## config.mk

```make
export PLATFORM = sky130hd
export DESIGN_NAME = fetch_dispatch_ctrl_flat
export DESIGN_NICKNAME = d
export VERILOG_FILES = /design/src/rtl/fetch_dispatch_ctrl_pkg.sv /design/src/rtl/fetch_dispatch_ctrl_if.sv /design/src/rtl/fetch_dispatch_ctrl_opcode_class_decode.sv /design/src/rtl/fetch_dispatch_ctrl.sv /design/src/flat_wrapper.sv
export SDC_FILE = /design/constraint.sdc
export NUM_CORES = 1
export LEC_CHECK = 0
export CORE_ASPECT_RATIO = 1.1
export CORE_MARGIN = 2
export CORE_UTILIZATION = 25
export DETAILED_ROUTE_END_ITERATION = 7
export GPL_TIMING_DRIVEN = 0
export PLACE_DENSITY = 0.48
export SLEW_MARGIN = 20
export SYNTH_ARGS = -nofsm -noshare
export SYNTH_HDL_FRONTEND = slang
export SYNTH_SLANG_ARGS = --single-unit
```

## constraint.sdc

```tcl
create_clock -name clk -period 2.65 [get_ports clk]
set_clock_uncertainty 0.15 [all_clocks]
set_input_delay 0.265 -clock clk [delete_from_list [all_inputs] [get_ports clk]]
set_output_delay 0.265 -clock clk [all_outputs]
set_load 0.05 [all_outputs]
```

## src/rtl/fetch_dispatch_ctrl_pkg.sv

```systemverilog
// Shared types and constants for the instruction fetch/dispatch controller.
package fetch_dispatch_ctrl_pkg;

    localparam int unsigned IR_W  = 16;
    localparam int unsigned OPC_W = 4;
    localparam int unsigned EX_N  = 3;

    localparam int unsigned EX_ALUI = 0;
    localparam int unsigned EX_ALUR = 1;
    localparam int unsigned EX_MEM  = 2;

    localparam logic [OPC_W-1:0] OP_NOP   = 4'h0;
    localparam logic [OPC_W-1:0] OP_ADDI  = 4'h1;
    localparam logic [OPC_W-1:0] OP_SUBI  = 4'h2;
    localparam logic [OPC_W-1:0] OP_ADD   = 4'h3;
    localparam logic [OPC_W-1:0] OP_SUB   = 4'h4;
    localparam logic [OPC_W-1:0] OP_LOAD  = 4'h5;
    localparam logic [OPC_W-1:0] OP_STORE = 4'h6;
    localparam logic [OPC_W-1:0] OP_HALT  = 4'hF;

    typedef enum logic [2:0] {
        S_IDLE    = 3'd0,
        S_F_ADDR  = 3'd1,
        S_F_READ  = 3'd2,
        S_F_LATCH = 3'd3,
        S_F_INC   = 3'd4,
        S_DECODE  = 3'd5,
        S_EXEC    = 3'd6,
        S_HALT    = 3'd7
    } state_e;

    typedef struct packed {
        logic [EX_N-1:0] exec_sel;
        logic            is_nop;
        logic            is_halt;
        logic            is_illegal;
    } op_class_t;

    typedef struct packed {
        logic pc_out;
        logic mar_in;
        logic mem_read;
        logic ir_in;
        logic pc_inc;
    } strobe_t;

    function automatic logic [OPC_W-1:0] opcode_of(input logic [IR_W-1:0] word);
        return word[IR_W-1 -: OPC_W];
    endfunction

endpackage

```

## src/rtl/fetch_dispatch_ctrl_if.sv

```systemverilog
// Bus/handshake bundle between the fetch controller and its datapath and executors.
interface fetch_dispatch_ctrl_if #(
    parameter int unsigned CNT_W = 16
);
    import fetch_dispatch_ctrl_pkg::*;

    logic                 run;
    logic [IR_W-1:0]      bus_in;
    logic [EX_N-1:0]      exec_done;
    logic                 PC_out;
    logic                 MAR_in;
    logic                 MEM_read;
    logic                 IR_in;
    logic                 PC_inc;
    logic [IR_W-1:0]      ir;
    logic [EX_N-1:0]      exec_sel;
    logic                 halted;
    logic                 illegal;
    logic                 timeout_err;
    logic [CNT_W-1:0]     instr_count;

    modport master (
        input  run, bus_in, exec_done,
        output PC_out, MAR_in, MEM_read, IR_in, PC_inc,
        output ir, exec_sel, halted, illegal, timeout_err, instr_count
    );

    modport slave (
        output run, bus_in, exec_done,
        input  PC_out, MAR_in, MEM_read, IR_in, PC_inc,
        input  ir, exec_sel, halted, illegal, timeout_err, instr_count
    );

endinterface

```

## src/rtl/fetch_dispatch_ctrl_opcode_class_decode.sv

```systemverilog
// Opcode classifier: executor select plus NOP/HALT/illegal flags.
module fetch_dispatch_ctrl_opcode_class_decode
    import fetch_dispatch_ctrl_pkg::*;
(
    input  logic [OPC_W-1:0] opcode,
    output op_class_t        cls_c
);

    always_comb begin
        cls_c = '0;
        case (opcode)
            OP_NOP:             cls_c.is_nop = 1'b1;
            OP_ADDI, OP_SUBI:   cls_c.exec_sel[EX_ALUI] = 1'b1;
            OP_ADD, OP_SUB:     cls_c.exec_sel[EX_ALUR] = 1'b1;
            OP_LOAD, OP_STORE:  cls_c.exec_sel[EX_MEM]  = 1'b1;
            OP_HALT:            cls_c.is_halt = 1'b1;
            default:            cls_c.is_illegal = 1'b1;
        endcase
    end

endmodule

```

## src/rtl/fetch_dispatch_ctrl.sv

```systemverilog
// Fetch/decode/dispatch sequencer: fetches one word, hands it to an executor,
// and waits for that executor's done (or a timeout) before fetching again.
module fetch_dispatch_ctrl
    import fetch_dispatch_ctrl_pkg::*;
#(
    parameter int unsigned TIMEOUT = 16,
    parameter int unsigned CNT_W   = 16
) (
    input  logic                 clk,
    input  logic                 rst,
    fetch_dispatch_ctrl_if.master bus
);

    localparam int unsigned WAIT_W = (TIMEOUT > 1) ? $clog2(TIMEOUT) : 1;

    state_e            state_q;
    state_e            state_d;
    logic [IR_W-1:0]   ir_q;
    logic [WAIT_W-1:0] wait_q;
    logic [CNT_W-1:0]  count_q;
    logic              timeout_q;

    strobe_t           strb_q;
    strobe_t           strb_d;
    logic [IR_W-1:0]   ir_out_q;
    logic [IR_W-1:0]   ir_out_d;
    logic [EX_N-1:0]   sel_q;
    logic [EX_N-1:0]   sel_d;
    logic              halted_q;
    logic              halted_d;
    logic              illegal_q;
    logic              illegal_d;

    op_class_t         cls;
    logic              done_hit;
    logic              wait_last;

    fetch_dispatch_ctrl_opcode_class_decode u_class (
        .opcode (opcode_of(ir_q)),
        .cls_c  (cls)
    );

    // Only the bit of the selected executor can retire; sel_q is zero outside EXEC.
    assign done_hit  = |(bus.exec_done & sel_q);
    assign wait_last = (wait_q == WAIT_W'(TIMEOUT - 1));

    // State register; outputs are registered from the next-state decode so they track the state.
    always_ff @(posedge clk or posedge rst) begin
        if (rst) begin
            state_q   <= S_IDLE;
            strb_q    <= '0;
            ir_out_q  <= '0;
            sel_q     <= '0;
            halted_q  <= 1'b0;
            illegal_q <= 1'b0;
        end else begin
            state_q   <= state_d;
            strb_q    <= strb_d;
            ir_out_q  <= ir_out_d;
            sel_q     <= sel_d;
            halted_q  <= halted_d;
            illegal_q <= illegal_d;
        end
    end

    // Next-state logic.
    always_comb begin
        state_d = state_q;
        case (state_q)
            S_IDLE:    if (bus.run) state_d = S_F_ADDR;
            S_F_ADDR:  state_d = S_F_READ;
            S_F_READ:  state_d = S_F_LATCH;
            S_F_LATCH: state_d = S_F_INC;
            S_F_INC:   state_d = S_DECODE;
            S_DECODE: begin
                if (cls.is_halt)                       state_d = S_HALT;
                else if (cls.is_nop || cls.is_illegal) state_d = S_IDLE;
                else                                   state_d = S_EXEC;
            end
            S_EXEC:    if (done_hit || wait_last) state_d = S_IDLE;
            S_HALT:    state_d = S_HALT;
            default:   state_d = S_IDLE;
        endcase
    end

    // Moore output decode of the upcoming state; ir_q is already stable whenever DECODE/EXEC is entered.
    always_comb begin
        strb_d    = '0;
        ir_out_d  = '0;
        sel_d     = '0;
        halted_d  = 1'b0;
        illegal_d = 1'b0;
        case (state_d)
            S_F_ADDR: begin
                strb_d.pc_out = 1'b1;
                strb_d.mar_in = 1'b1;
            end
            S_F_READ:  strb_d.mem_read = 1'b1;
            S_F_LATCH: begin
                strb_d.mem_read = 1'b1;
                strb_d.ir_in    = 1'b1;
            end
            S_F_INC:   strb_d.pc_inc = 1'b1;
            S_DECODE: begin
                ir_out_d  = ir_q;
                illegal_d = cls.is_illegal;
            end
            S_EXEC: begin
                ir_out_d = ir_q;
                sel_d    = cls.exec_sel;
            end
            S_HALT:    halted_d = 1'b1;
            default:   ;
        endcase
    end

    // Instruction register, EXEC wait counter, retire counter and sticky timeout flag.
    always_ff @(posedge clk or posedge rst) begin
        if (rst) begin
            ir_q      <= '0;
            wait_q    <= '0;
            count_q   <= '0;
            timeout_q <= 1'b0;
        end else begin
            if (state_q == S_F_LATCH) ir_q <= bus.bus_in;

            if (state_q == S_DECODE)    wait_q <= '0;
            else if (state_q == S_EXEC) wait_q <= wait_q + WAIT_W'(1);

            if ((state_q == S_DECODE && cls.is_nop) || (state_q == S_EXEC && done_hit))
                count_q <= count_q + CNT_W'(1);

            if (state_q == S_EXEC && !done_hit && wait_last)
                timeout_q <= 1'b1;
        end
    end

    assign bus.PC_out      = strb_q.pc_out;
    assign bus.MAR_in      = strb_q.mar_in;
    assign bus.MEM_read    = strb_q.mem_read;
    assign bus.IR_in       = strb_q.ir_in;
    assign bus.PC_inc      = strb_q.pc_inc;
    assign bus.ir          = ir_out_q;
    assign bus.exec_sel    = sel_q;
    assign bus.halted      = halted_q;
    assign bus.illegal     = illegal_q;
    assign bus.timeout_err = timeout_q;
    assign bus.instr_count = count_q;

endmodule
```

## src/flat_wrapper.sv

```systemverilog
// flat-port wrapper written by rule: the top's interface ports become plain ports
module fetch_dispatch_ctrl_flat import fetch_dispatch_ctrl_pkg::*;
#(
    parameter int unsigned TIMEOUT = 16,
    parameter int unsigned CNT_W   = 16
)
  (clk, rst, bus_run, bus_bus_in, bus_exec_done, bus_PC_out, bus_MAR_in, bus_MEM_read, bus_IR_in, bus_PC_inc, bus_ir, bus_exec_sel, bus_halted, bus_illegal, bus_timeout_err, bus_instr_count);
  fetch_dispatch_ctrl_if #(.CNT_W(CNT_W)) bus_i ();
  input  logic clk;
  input  logic rst;
  input wire logic [$bits(bus_i.run)-1:0] bus_run;
  input wire logic [$bits(bus_i.bus_in)-1:0] bus_bus_in;
  input wire logic [$bits(bus_i.exec_done)-1:0] bus_exec_done;
  output wire logic [$bits(bus_i.PC_out)-1:0] bus_PC_out;
  output wire logic [$bits(bus_i.MAR_in)-1:0] bus_MAR_in;
  output wire logic [$bits(bus_i.MEM_read)-1:0] bus_MEM_read;
  output wire logic [$bits(bus_i.IR_in)-1:0] bus_IR_in;
  output wire logic [$bits(bus_i.PC_inc)-1:0] bus_PC_inc;
  output wire logic [$bits(bus_i.ir)-1:0] bus_ir;
  output wire logic [$bits(bus_i.exec_sel)-1:0] bus_exec_sel;
  output wire logic [$bits(bus_i.halted)-1:0] bus_halted;
  output wire logic [$bits(bus_i.illegal)-1:0] bus_illegal;
  output wire logic [$bits(bus_i.timeout_err)-1:0] bus_timeout_err;
  output wire logic [$bits(bus_i.instr_count)-1:0] bus_instr_count;
  assign bus_i.run = bus_run;
  assign bus_i.bus_in = bus_bus_in;
  assign bus_i.exec_done = bus_exec_done;
  assign bus_PC_out = bus_i.PC_out;
  assign bus_MAR_in = bus_i.MAR_in;
  assign bus_MEM_read = bus_i.MEM_read;
  assign bus_IR_in = bus_i.IR_in;
  assign bus_PC_inc = bus_i.PC_inc;
  assign bus_ir = bus_i.ir;
  assign bus_exec_sel = bus_i.exec_sel;
  assign bus_halted = bus_i.halted;
  assign bus_illegal = bus_i.illegal;
  assign bus_timeout_err = bus_i.timeout_err;
  assign bus_instr_count = bus_i.instr_count;
  fetch_dispatch_ctrl #(.TIMEOUT(TIMEOUT), .CNT_W(CNT_W)) u_core (.clk(clk), .rst(rst), .bus(bus_i));
endmodule
```

Word-level counts from Yosys, hierarchy flattened

Cells that the tools add are included.

Bitwise operators: 1
Reductions and logical operators: 18
Add/subtract/negate cells: 2
Muxes and demuxes: 21
Eq/ne operators: 22

Operator list:

| operator                                                               | count |
|---|---|
| 3-bit equality test (second input constant)                            | 8 |
| 3-bit case mux with 8 select lines                                     | 1 |
| 16-bit by 1-bit adder with 16-bit output (second input constant)       | 1 |
| 16-bit 2-to-1 mux                                                      | 1 |
| 3-bit 2-to-1 mux                                                       | 5 |
| 3-bit by 2-bit equality test with 1-bit output (second input constant) | 4 |
| 4-bit by 3-bit equality test with 1-bit output (second input constant) | 3 |
| 1-bit 2-to-1 mux                                                       | 11 |
| 2-bit OR reduction                                                     | 5 |
| 4-bit by 2-bit equality test with 1-bit output (second input constant) | 2 |
| 4-bit equality test (second input constant)                            | 2 |
| 4-bit 2-to-1 mux                                                       | 2 |
| 8-bit OR reduction                                                     | 1 |
| 3-bit by 1-bit equality test with 1-bit output (second input constant) | 2 |
| 4-bit by 1-bit adder with 4-bit output (second input constant)         | 1 |
| 4-bit by 1-bit equality test with 1-bit output (second input constant) | 1 |
| 1-bit logical AND                                                      | 4 |
| 4-bit logical NOT                                                      | 1 |
| 3-bit bitwise AND                                                      | 1 |
| 3-bit logical NOT                                                      | 1 |
| 1-bit logical OR                                                       | 3 |
| 3-bit OR reduction                                                     | 1 |
| 2-bit 2-to-1 mux                                                       | 1 |
| 2-bit nonzero test                                                     | 1 |
| 1-bit logical NOT                                                      | 1 |

Bits in registers: 66
Word-level logic and storage cells: 78
Input bits: 22
Output and inout bits: 43

Longest topological paths before layout

Depth after elaboration: 10
Mapped depth: 7
Mapped depth without buffers: 5

Modules after synthesis

From an unflattened synthesis, not the netlist that was laid out.

Cells, all modules: 257
Area, all modules: 2,783.9 sq um

By module, submodules not included:

| module                                  | cells an instance | area each (sq um) | times used |
|---|---|---|---|
| fetch_dispatch_ctrl                     | 246               | 2,713.9           | 1 |
| fetch_dispatch_ctrl_opcode_class_decode | 11                | 70.1              | 1 |

Worst setup path after synthesis

OpenSTA, ideal clock, no wires.

Kind: reg-to-reg
Start point: reg u_core.sel_q[0], in the netlist u_core.bus.exec_sel[0]
End point: reg u_core.halted_q, in the netlist u_core.bus.halted
Setup slack: 0.581 ns
Required time: 2.414 ns
Clock period less this slack: 2.069 ns
Setup time: 0.086 ns
Data arrival time: 1.833 ns
Cell stages (with the launch flop): 6
Path through: dfrtp_1 a222oi_1 nand4_1 o211a_1 clkbuf_1 nor3_1

Word-level cells in the longest chain between the ends: 7

Ends and longest elaborated chain:

| what                               | line                      | RTL |
|---|---|---|
| from (decl)                        | fetch_dispatch_ctrl.sv:27 | `logic [EX_N-1:0] sel_q;` |
| from (signal assigned)             | fetch_dispatch_ctrl.sv:60 | `sel_q <= sel_d;` |
| 3-bit bitwise AND                  | fetch_dispatch_ctrl.sv:44 | `assign done_hit = \|(bus.exec_done & sel_q);` |
| 3-bit OR reduction                 | fetch_dispatch_ctrl.sv:44 |  |
| 1-bit logical OR                   | fetch_dispatch_ctrl.sv:80 | `S_EXEC: if (done_hit \|\| wait_last) state_d = S_IDLE;` |
| 3-bit 2-to-1 mux                   | fetch_dispatch_ctrl.sv:80 |  |
| 3-bit case mux with 8 select lines | fetch_dispatch_ctrl.sv:69 | `case (state_q)` |
| 3-bit equality test                | fetch_dispatch_ctrl.sv:93 | `case (state_d)` |
| 1-bit 2-to-1 mux                   | fetch_dispatch_ctrl.sv:93 |  |
| net u_core.halted_d                | fetch_dispatch_ctrl.sv:30 | `logic halted_d;` |
| to (signal assigned)               | fetch_dispatch_ctrl.sv:61 | `halted_q <= halted_d;` |
| to (decl)                          | fetch_dispatch_ctrl.sv:29 | `logic halted_q;` |

The timed path passes the listed nets, and every way through them passes these cells.
A chain may end at the register's enable or synchronous reset.

Worst setup path in the final report

Start point: reg u_core.state_q[2]
End point: reg u_core.ir_q[2]

Word-level cells in the longest chain between the ends: 1

Ends and longest elaborated chain:

| what                                           | line                       | RTL |
|---|---|---|
| from (decl)                                    | fetch_dispatch_ctrl.sv:16  | `state_e state_q;` |
| from (signal assigned)                         | fetch_dispatch_ctrl.sv:57  | `state_q <= state_d;` |
| 3-bit by 2-bit equality test with 1-bit output | fetch_dispatch_ctrl.sv:125 | `if (state_q == S_F_LATCH) ir_q <= bus.bus_in;` |
| to (signal assigned)                           | fetch_dispatch_ctrl.sv:125 |  |
| to (decl)                                      | fetch_dispatch_ctrl.sv:18  | `logic [IR_W-1:0] ir_q;` |

Every way passes these cells.

==> out/results.ini <==
[status]
status = finished, final reports clean

[sta]
setup_ws_ps = 312
hold_viol = 0
post-route-period-util = 0.882
max_freq_ghz = 0.428
rsz0062_at_grt = false
drv_slew = 0
setup_tns_ps = 0
finalSetupViolCount = 0
max_slew.worst_pin.slew_ps = 655
maxSlewHeadroom = 0.563
fin_crit_ps = 2340

[placed_design]
dpl_cell_area_um2 = 3690
gp_congestion = 0.739
dp_hpwl_um = 4600
place_ws_ps = 155
portBuffers = 64

[cells_and_area]
drive_gt1_frac = 0.138
postLayoutCellArea_um2 = 3990
finalCoreUtilization = 0.362
final_common_cell = dfrtp_1
fillers = 1133
diodes = 0
multi_input_area_um2 = 1100
regArea_um2 = 1630
syn2layout_area_growth_pct = 40.5
mostFrequentLayoutCells = dfrtp_1 (65), clkdlybuf4s50_1 (64), o21ai_0 (35)
nets = 354

[drt]
drt-pass1-iter-count = 4
routed_via_density = 4.46
vias = 2144
wl_um = 6600
wl_per_cell_um = 13.7
drc = 0
initialDrtViolationCount = 66
drt.antenna.violating_nets = 0

[worst_setup_path]
max_stage_delay_ps = 420
cp_slowest_cell = dfrtp_1
path_max_fanout = 10
regToRegStartpoint = u_core.state_q[2]
cp_common_cell = clkbuf_1
critPathLaunch = u_core.state_q[2]
rr_worst_depth = 5
endpoint = u_core.ir_q[2]
r2r_slack_ps = 310
path_cells = clkbuf_1 -> or2_2 -> clkbuf_1 -> buf_2 -> mux2_2
crit_family = buffers and inverters
required_ps = 2710
cp.depth = 5
critPathBufInv = 3
r2r_end = u_core.ir_q[2]
critPathCaptureType = flop
critPathKind = flop to flop
start_kind = flop
critical_path_arrival_ps = 2390

[floorplanning]
pin_count = 65
die_x_um = 106
rows = 40
die_h_um = 116
core-area_um2 = 11000
dieArea_um2 = 12200
start_util = 0.258

[clocking]
ctsHtreeMaxLevel = 3
cts_buffer_depth = 2
hold_buffers = 0
root_buffer = clkbuf_16
numCtsBuffers = 9
cts_resized = 0
clkLatencyLatePin_ps = 320
clkTransAtPathRegs_ps = 50
cts.sinks = 65
cts_tree = yes
post_cts_buffers = 0

[power]
leakagePower_uw = 0.00165
cellPowerDensity_nw_per_um2 = 1200
ir_drop_mv = 0.486
power.total_uw = 4770

[global_routing]
grt-ovfl-total = 0
grt_pass1_wl_um = 11000
antenna_found_initial = 0
grt_max_degree = 43
grt_usage = 0.116
grt_pass1_vias = 2195

[worst_hold_path]
hp-class = input port to asynchronous set/reset pin

[flow_run]
cap_violations = 0

[logic_synthesis]
yosysSeqAreaShare = 0.573
ys_types = 41
syn_area_um2 = 2840
syn_area_per_cell_um2 = 11.2
ys_ff_latch = 65
synth_fp_nets = 278
synthCells = 254
ys_warn_count = 0

[layer usage]
metal,up-vias,GRT usage,wire [µm]
met5,-,0,0
met4,0,0.0421,100
met3,8,0.0371,258
met2,44,0.192,3190
met1,1047,0.142,3050
li1,1045,-,-
[report_power, final]
group	total (µW)	internal, µW	switching [µW]
Clock	1170	770	400
Sequential	1510	1330	178
Combinational	2090	781	1310
[state kept, by name, indices dropped and copies added, names as in the netlist]
name                    count
u_core.bus.MAR_in           1
u_core.bus.ir              16
u_core.bus.MEM_read         1
u_core.bus.PC_inc           1
u_core.bus.timeout_err      1
u_core.bus.illegal          1
u_core.ir_q                16
u_core.bus.instr_count     16
u_core.wait_q               4
u_core.bus.exec_sel         3
u_core.state_q              3
u_core.bus.IR_in            1
u_core.bus.halted           1
[cell families after synthesis]
group / share of synthesized area
flip-flops: 0.573
XOR/XNOR: 0.0524
AND/OR/NAND/NOR: 0.137
AO/OA/AOI/OAI: 0.117
multiplexers: 0.0710
adder cells (fa/ha/maj): 0.00881
buffers and inverters: 0.0410
[worst min-delay path by stage]
stage,startpoint,end,slack [ps],depth (start not counted)
floorplan,bus_run,u_core.bus.MAR_in,240,1
global placement,u_core.bus.timeout_err,u_core.bus.timeout_err,290,1
detailed placement,u_core.bus.timeout_err,u_core.bus.timeout_err,300,1
CTS,rst,u_core.bus.instr_count[7],120,2
global route,rst,u_core.bus.instr_count[9],120,2
finish,rst,u_core.bus.instr_count[7],110,2
[area by class of cell]
cell class | count | share of cell area
Multi-Input combinational cell | 165 | 0.275
Buffer | 19 | 0.0245
Timing Repair Buffer | 65 | 0.167
Tap cell | 147 | 0.0461
Sequential cell | 65 | 0.408
Clock buffer | 12 | 0.0643
Inverter | 5 | 0.00533
Clock inverter | 3 | 0.0100
[cells in the mapped netlist, drive strengths merged]
| master | number | area share |
|---|---|---|
| nand4 | 15 | 0.033 |
| a2bb2oi | 1 | 0.0031 |
| ha | 2 | 0.0088 |
| nand2b | 2 | 0.0044 |
| inv | 5 | 0.0066 |
| or2 | 1 | 0.0022 |
| o221ai | 1 | 0.0031 |
| o221a | 1 | 0.0040 |
| and2 | 4 | 0.0088 |
| a21boi | 1 | 0.0026 |
| nor2b | 1 | 0.0022 |
| a21oi | 3 | 0.0053 |
| a21o | 1 | 0.0026 |
| and4 | 2 | 0.0062 |
| o21a | 1 | 0.0026 |
| mux2 | 17 | 0.067 |
| o32ai | 1 | 0.0097 |
| a22o | 1 | 0.0031 |
| nor2 | 7 | 0.0093 |
| dfrtp | 65 | 0.57 |
| mux2i | 1 | 0.0035 |
| nand2 | 25 | 0.033 |
| nor3 | 5 | 0.0088 |
| clkbuf | 12 | 0.016 |
| o21ai | 38 | 0.067 |
| a21bo | 1 | 0.0035 |
| o21ba | 1 | 0.0035 |
| o211a | 1 | 0.0035 |
| xor2 | 1 | 0.0031 |
| nor4 | 2 | 0.0044 |
| and3 | 3 | 0.0066 |
| or3 | 1 | 0.0022 |
| or4 | 1 | 0.0040 |
| xnor2 | 16 | 0.049 |
| a222oi | 1 | 0.0035 |
| nand3b | 1 | 0.0026 |
| nand3 | 5 | 0.0088 |
| buf | 7 | 0.019 |
[metrics by stage]
step,cells,hold WS [ps]
after detailed placement,466,302
after floorplan,254,244
after CTS,481,123
after global routing,481,123
after global placement,465,292
final,481,114
(Power assumes the default switching activity.)
